### config.mk
export PLATFORM = sky130hd
export DESIGN_NAME = clmul_seq
export DESIGN_NICKNAME = d
export VERILOG_FILES = /design/src/rtl/clmul_pkg.sv /design/src/rtl/clmul_limb_acc.sv /design/src/rtl/clmul_seq.sv
export SDC_FILE = /design/constraint.sdc
export NUM_CORES = 1
export LEC_CHECK = 0
export CAP_MARGIN = 5
export CORE_MARGIN = 4
export CORE_UTILIZATION = 24
export CTS_BUF_LIST = sky130_fd_sc_hd__clkbuf_4
export DETAILED_ROUTE_END_ITERATION = 12
export GPL_ROUTABILITY_DRIVEN = 0
export SETUP_SLACK_MARGIN = 0.02
export SYNTH_ARGS = -nofsm -noshare
export SYNTH_HDL_FRONTEND = slang
export SYNTH_HIERARCHICAL = 1
export SYNTH_SLANG_ARGS = --single-unit
### constraint.sdc
create_clock -name clk -period 2.84 [get_ports clk]
set_clock_uncertainty 0.15 [all_clocks]
set_input_delay 0.568 -clock clk [delete_from_list [all_inputs] [get_ports clk]]
set_output_delay 0.568 -clock clk [all_outputs]
set_load 0.02 [all_outputs]
### src/rtl/clmul_pkg.sv
// Shared types and constants for the clmul_seq carry-less multiplier sequencer.
// Also provides clmul_ref, a behavioural GF(2) product used as a golden model.
package clmul_pkg;

    localparam int LIMB_W   = 8;
    localparam int CORE_Y_W = 15;
    localparam int IDX_W    = 4;   // holds i+j, at most 14
    localparam int CNT_W    = 3;   // holds a limb index, at most 7
    localparam int MAX_W    = 64;

    typedef enum logic [1:0] {
        IDLE  = 2'd0,
        RUN   = 2'd1,
        DRAIN = 2'd2,
        DONE  = 2'd3
    } state_t;

    function automatic logic [2*MAX_W-2:0] clmul_ref(input logic [MAX_W-1:0] a,
                                                     input logic [MAX_W-1:0] b);
        logic [2*MAX_W-2:0] y;
        y = '0;
        for (int i = 0; i < MAX_W; i++) begin
            for (int j = 0; j < MAX_W; j++) begin
                y[i+j] = y[i+j] ^ (a[i] & b[j]);
            end
        end
        return y;
    endfunction

endpackage

### src/rtl/clmul_limb_acc.sv
// XOR accumulator for shifted 15-bit limb products of clmul_seq.
// With CLMUL_SEQ_CORE_REG_EN defined, the product/shift pair is registered first.
module clmul_limb_acc
    import clmul_pkg::*;
#(
    parameter  int NLIMB = 4,
    localparam int RW    = 2*LIMB_W*NLIMB - 1
) (
    input  logic                clk,
    input  logic                rst_n,
    input  logic                clear,
    input  logic                en,
    input  logic [CORE_Y_W-1:0] prod,
    input  logic [IDX_W-1:0]    idx,
    output logic [RW-1:0]       acc
);

    logic [CORE_Y_W-1:0] p_d;
    logic [IDX_W-1:0]    idx_d;
    logic                v_d;
    logic [RW-1:0]       term;

`ifdef CLMUL_SEQ_CORE_REG_EN
    logic [CORE_Y_W-1:0] p_q;
    logic [IDX_W-1:0]    idx_q;
    logic                v_q;

    always_ff @(posedge clk or negedge rst_n) begin
        if (!rst_n) begin
            p_q   <= '0;
            idx_q <= '0;
            v_q   <= 1'b0;
        end else begin
            p_q   <= prod;
            idx_q <= idx;
            v_q   <= en;
        end
    end

    assign p_d   = p_q;
    assign idx_d = idx_q;
    assign v_d   = v_q;
`else
    assign p_d   = prod;
    assign idx_d = idx;
    assign v_d   = en;
`endif

    // Largest shift is 8*(2*NLIMB-2) = RW-15, so the product always fits.
    always_comb begin
        term                 = '0;
        term[CORE_Y_W-1:0]   = p_d;
        term                 = term << (LIMB_W * idx_d);
    end

    always_ff @(posedge clk or negedge rst_n) begin
        if (!rst_n) begin
            acc <= '0;
        end else if (clear) begin
            acc <= '0;
        end else if (v_d) begin
            acc <= acc ^ term;
        end
    end

endmodule

### src/rtl/clmul_seq.sv
// Multi-cycle W-bit carry-less multiplier time-sharing an external 8x8 core.
// Define CLMUL_SEQ_CORE_REG_EN to register core_y before accumulation (adds DRAIN).
module clmul_seq
    import clmul_pkg::*;
#(
    parameter  int NLIMB = 4,
    localparam int W     = LIMB_W*NLIMB,
    localparam int RW    = 2*W - 1
) (
    input  logic                clk,
    input  logic                rst_n,
    input  logic                in_valid,
    output logic                in_ready,
    input  logic [W-1:0]        in_a,
    input  logic [W-1:0]        in_b,
    output logic                out_valid,
    input  logic                out_ready,
    output logic [RW-1:0]       out_y,
    output logic                busy,
    output logic [LIMB_W-1:0]   core_a,
    output logic [LIMB_W-1:0]   core_b,
    input  logic [CORE_Y_W-1:0] core_y,
    output state_t              dbg_state
);

    // Handshakes: a transfer happens on a rising edge where valid and ready are
    // both high; the source holds its payload stable until that edge.

    localparam logic [CNT_W-1:0] LAST = CNT_W'(NLIMB - 1);

    state_t           state;
    logic [W-1:0]     a_q;
    logic [W-1:0]     b_q;
    logic [CNT_W-1:0] i;
    logic [CNT_W-1:0] j;
    logic             accept;
    logic [RW-1:0]    acc;

    function automatic logic [LIMB_W-1:0] limb(input logic [W-1:0] v,
                                               input logic [CNT_W-1:0] k);
        return v[LIMB_W*k +: LIMB_W];
    endfunction

    assign accept    = (state == IDLE) && in_valid;
    assign out_y     = acc;
    assign dbg_state = state;

    clmul_limb_acc #(.NLIMB(NLIMB)) u_acc (
        .clk   (clk),
        .rst_n (rst_n),
        .clear (accept),
        .en    (state == RUN),
        .prod  (core_y),
        .idx   ({1'b0, i} + {1'b0, j}),
        .acc   (acc)
    );

    always_ff @(posedge clk or negedge rst_n) begin
        if (!rst_n) begin
            state     <= IDLE;
            in_ready  <= 1'b1;
            out_valid <= 1'b0;
            busy      <= 1'b0;
            core_a    <= '0;
            core_b    <= '0;
            a_q       <= '0;
            b_q       <= '0;
            i         <= '0;
            j         <= '0;
        end else begin
            case (state)
                IDLE: begin
                    if (in_valid) begin
                        a_q      <= in_a;
                        b_q      <= in_b;
                        i        <= '0;
                        j        <= '0;
                        core_a   <= in_a[LIMB_W-1:0];
                        core_b   <= in_b[LIMB_W-1:0];
                        in_ready <= 1'b0;
                        busy     <= 1'b1;
                        state    <= RUN;
                    end
                end
                RUN: begin
                    // core_a/core_b are preloaded with the next pair so each
                    // RUN cycle presents exactly the (i, j) limbs it accumulates.
                    if (j == LAST) begin
                        j <= '0;
                        if (i == LAST) begin
                            i      <= '0;
                            core_a <= '0;
                            core_b <= '0;
`ifdef CLMUL_SEQ_CORE_REG_EN
                            state  <= DRAIN;
`else
                            state     <= DONE;
                            out_valid <= 1'b1;
`endif
                        end else begin
                            i      <= i + 3'd1;
                            core_a <= limb(a_q, i + 3'd1);
                            core_b <= limb(b_q, '0);
                        end
                    end else begin
                        j      <= j + 3'd1;
                        core_b <= limb(b_q, j + 3'd1);
                    end
                end
                DRAIN: begin
                    state     <= DONE;
                    out_valid <= 1'b1;
                end
                DONE: begin
                    if (out_ready) begin
                        out_valid <= 1'b0;
                        busy      <= 1'b0;
                        in_ready  <= 1'b1;
                        state     <= IDLE;
                    end
                end
                default: state <= IDLE;
            endcase
        end
    end

endmodule
==> flow_summary.yaml <==
yosys:
  synth-seq-cells: 154
  syn_nets: 833
  synth_edf_count: 0
  yosys.area.top_type: "dfrtp_1"
  syn_avg_cell_area_sq_um: 11.6
  syn_area_sq_mm: 0.00852
  synthesis.instances: 734
  seq_area_frac_synth: 0.453
  synth_top_area_frac: 0.450
  ys.warnings.count: 6
  synthTopCellsByArea: "dfrtp_1 45%, mux2_1 13%, mux2_2 6.2%, nor2b_1 5.4%, nor2_1 2.8%"
  async_flop_share: 1.00
  ys.flop_type: "dfrtp_1"
  ys_types: 51
cts:
  cts_tree: "done"
  numCtsBuffers: 17
  clockRootBuffer: "clkbuf_4"
  clock_latency_ps: 570
  h-tree-depth: 4
  cts_sinks: 154
  clkTransAtPathRegs_ps: 160
  cts_setup_buffers: 0
  clock_path_buffers: 2
timing:
  slew_violations: 0
  final.period_utilization: 0.915
  fin_crit_ps: 2600
  setup_ws_ps: 243
  max_freq_mhz: 385
  hold_viol: 0
  finalSetupTns_ps: 0
  rsz0062_at_grt: "no"
  relSlewSlack: 0.518
  worstMarginPinSlew_ps: 720
  setup_viol: 0
setup_path:
  ff2ff_path_depth: 6
  r2r_end: "u_acc/acc[54]"
  r2r_slack_ps: 240
  reg2reg_from: "i[0]"
  cp_max_fo: 20
  cp.arrival_ps: 2910
  critPathKind: "flop to flop"
  start_kind: "flop"
  cp.required_ps: 3160
  critPathCaptureType: "flop"
pwr:
  switching_share: 0.424
  vdd_drop_max_mv: 0.440
  netSwitchingPower_uw: 5160
  p_clk_frac: 0.122
  p_comb_frac: 0.556
  seqPwrFrac: 0.322
  internal_power_uw: 7020
  cellLeakagePower_uw: 0.00448
  p_per_area_mw_per_mm2: 1100
place:
  place.port_buffers: 166
  place_hpwl_mm: 17.3
  pre_cts_slack_ps: 124
global_route:
  track_usage: 0.120
  grt_max_degree: 79
  grt_pass1_vias: 6164
  antenna_found_initial: 1
  overflow: 0
  grt_pass1_wl_mm: 36.3
routing:
  wire_per_inst_um: 17.2
  wl_mm: 23.3
  viasPerCell: 4.57
  drt-initial-drc-count: 304
  dr.pass1.iters: 5
  postRouteAntennaNets: 0
  drc: 0
  vias: 6182
cells_and_area:
  layout.nets: 983
  diodes: 0
  final_util: 0.317
  num-fill-cells: 3542
  final_common_cell: "clkdlybuf4s50_1"
  syn2layout_area_growth_pct: 29.4
  drive_gt1_frac: 0.168
  layout_common_cells: "165 x clkdlybuf4s50_1, 153 x dfrtp_1, 96 x mux2_1, 73 x nor2b_1, 64 x nor2_1"
status:
  status: "finished, final reports clean"
floorplan:
  pin_count: 167
  core-area_sq_mm: 0.0348
  die_area_sq_mm: 0.0386
  die_h_um: 196
  initial_core_util: 0.245
  core.rowCount: 68
  die_w_um: 196
worst_hold_path:
  hold_end: "b_q[24]"
  hp-class: "flop to flop"
  hold_path_depth: 1
  hp-start: "b_q[24]"
run:
  drv_cap: 0
routing by layer:
layer | routed length [um] | GRT usage | part of all wire
met1 | 10700 | 0.169 | 0.46
met4 | 185 | 0.0225 | 0.0080
met3 | 1890 | 0.0391 | 0.081
met2 | 10400 | 0.184 | 0.45
met5 | 10 | 0 | 0.00043
registers in the layout (all words and copies together), names as in the netlist:
| name | count |
|---|---|
| i | 3 |
| busy | 1 |
| dbg_state | 2 |
| in_ready | 1 |
| u_acc/acc | 63 |
| j | 3 |
| out_valid | 1 |
| core_a | 8 |
| core_b | 8 |
| b_q | 32 |
| a_q | 32 |
cell type report:
class                           count  area, sq um  area share
Multi-Input combinational cell    508         4310       0.391
Sequential cell                   154         3850       0.350
Timing Repair Buffer              191         1930       0.175
Tap cell                          455          569      0.0517
Clock inverter                     15          179      0.0162
Clock buffer                       17          128      0.0116
Inverter                           12         50.0     0.00454
worst max-delay path, stage by stage, from the launching register on:
cell      delay [ps]
dfrtp_1          410
ha_1             230
fa_2             660
buf_4            260
nand3b_1         120
a211oi_1         280
mux2_2           370
power by group through the flow:
stage,clock network [uW],registers (uW),logic (uW)
2_1_floorplan,0,4420,3970
3_3_place_gp,0,3950,6730
3_5_place_dp,0,3970,6840
4_1_cts,1570,3930,6870
5_1_grt,1650,4070,7380
6_report,1480,3920,6770
synthesized netlist by cell type, types with 2 or more instances:
library cell	n
or2_2	8
dfrtp_1	153
mux4_2	8
buf_4	11
o21ai_0	3
o21ai_1	2
a22oi_1	8
nor4b_4	4
mux2i_1	18
ha_1	15
inv_2	3
a31oi_1	9
nand4b_1	8
nand4bb_1	7
nor4_1	22
buf_2	22
nor2b_1	74
nor4b_2	4
mux2_2	47
a211oi_1	14
clkbuf_1	17
buf_1	4
nor2_1	64
buf_6	6
o41ai_1	2
nand2b_1	3
nor4_2	11
inv_1	9
mux2_1	96
and3b_1	2
nand2_1	13
a21o_1	2
nand3b_1	14
a21oi_1	34
timing repair:
item | CTS | global route
setup endpoints to repair | 0 | 8
endpoints found under the hold margin | 56 | 0
resized for setup | 0 | 2
hold buffers | 1 | 0
worst max-delay path by stage:
stage / cells past startpoint / endpoint / slack (ps) / startpoint
after global placement: 7 / u_acc/acc[13] / 120 / in_valid
after global routing: 6 / u_acc/acc[52] / 90 / i[0]
final: 6 / u_acc/acc[54] / 240 / i[0]
after CTS: 6 / u_acc/acc[54] / 150 / i[0]
after floorplan: 12 / u_acc/acc[7] / 270 / dbg_state[1]
after detailed placement: 7 / u_acc/acc[14] / 120 / in_valid
stage by stage:
step / hold slack (ps) / total power, uW / std cells / area, sq um
2_1_floorplan: 122 / 8390 / 734 / 8520
3_3_place_gp: 312 / 10700 / 1319 / 10700
3_5_place_dp: 321 / 10800 / 1319 / 10700
4_1_cts: 353 / 12400 / 1352 / 11000
5_1_grt: 349 / 13100 / 1352 / 11000
6_report: 345 / 12200 / 1352 / 11000
kinds of logic after synthesis:
family / synth area share
xor gates and xnor gates: 0.00103
and+or+nand+nor: 0.186
DFF: 0.453
muxes: 0.233
AOI/OAI and AO/OA: 0.0582
buffers and inverters: 0.0451
adders and majority gates: 0.0244
No activity file was read; power rests on OpenSTA's default activity.
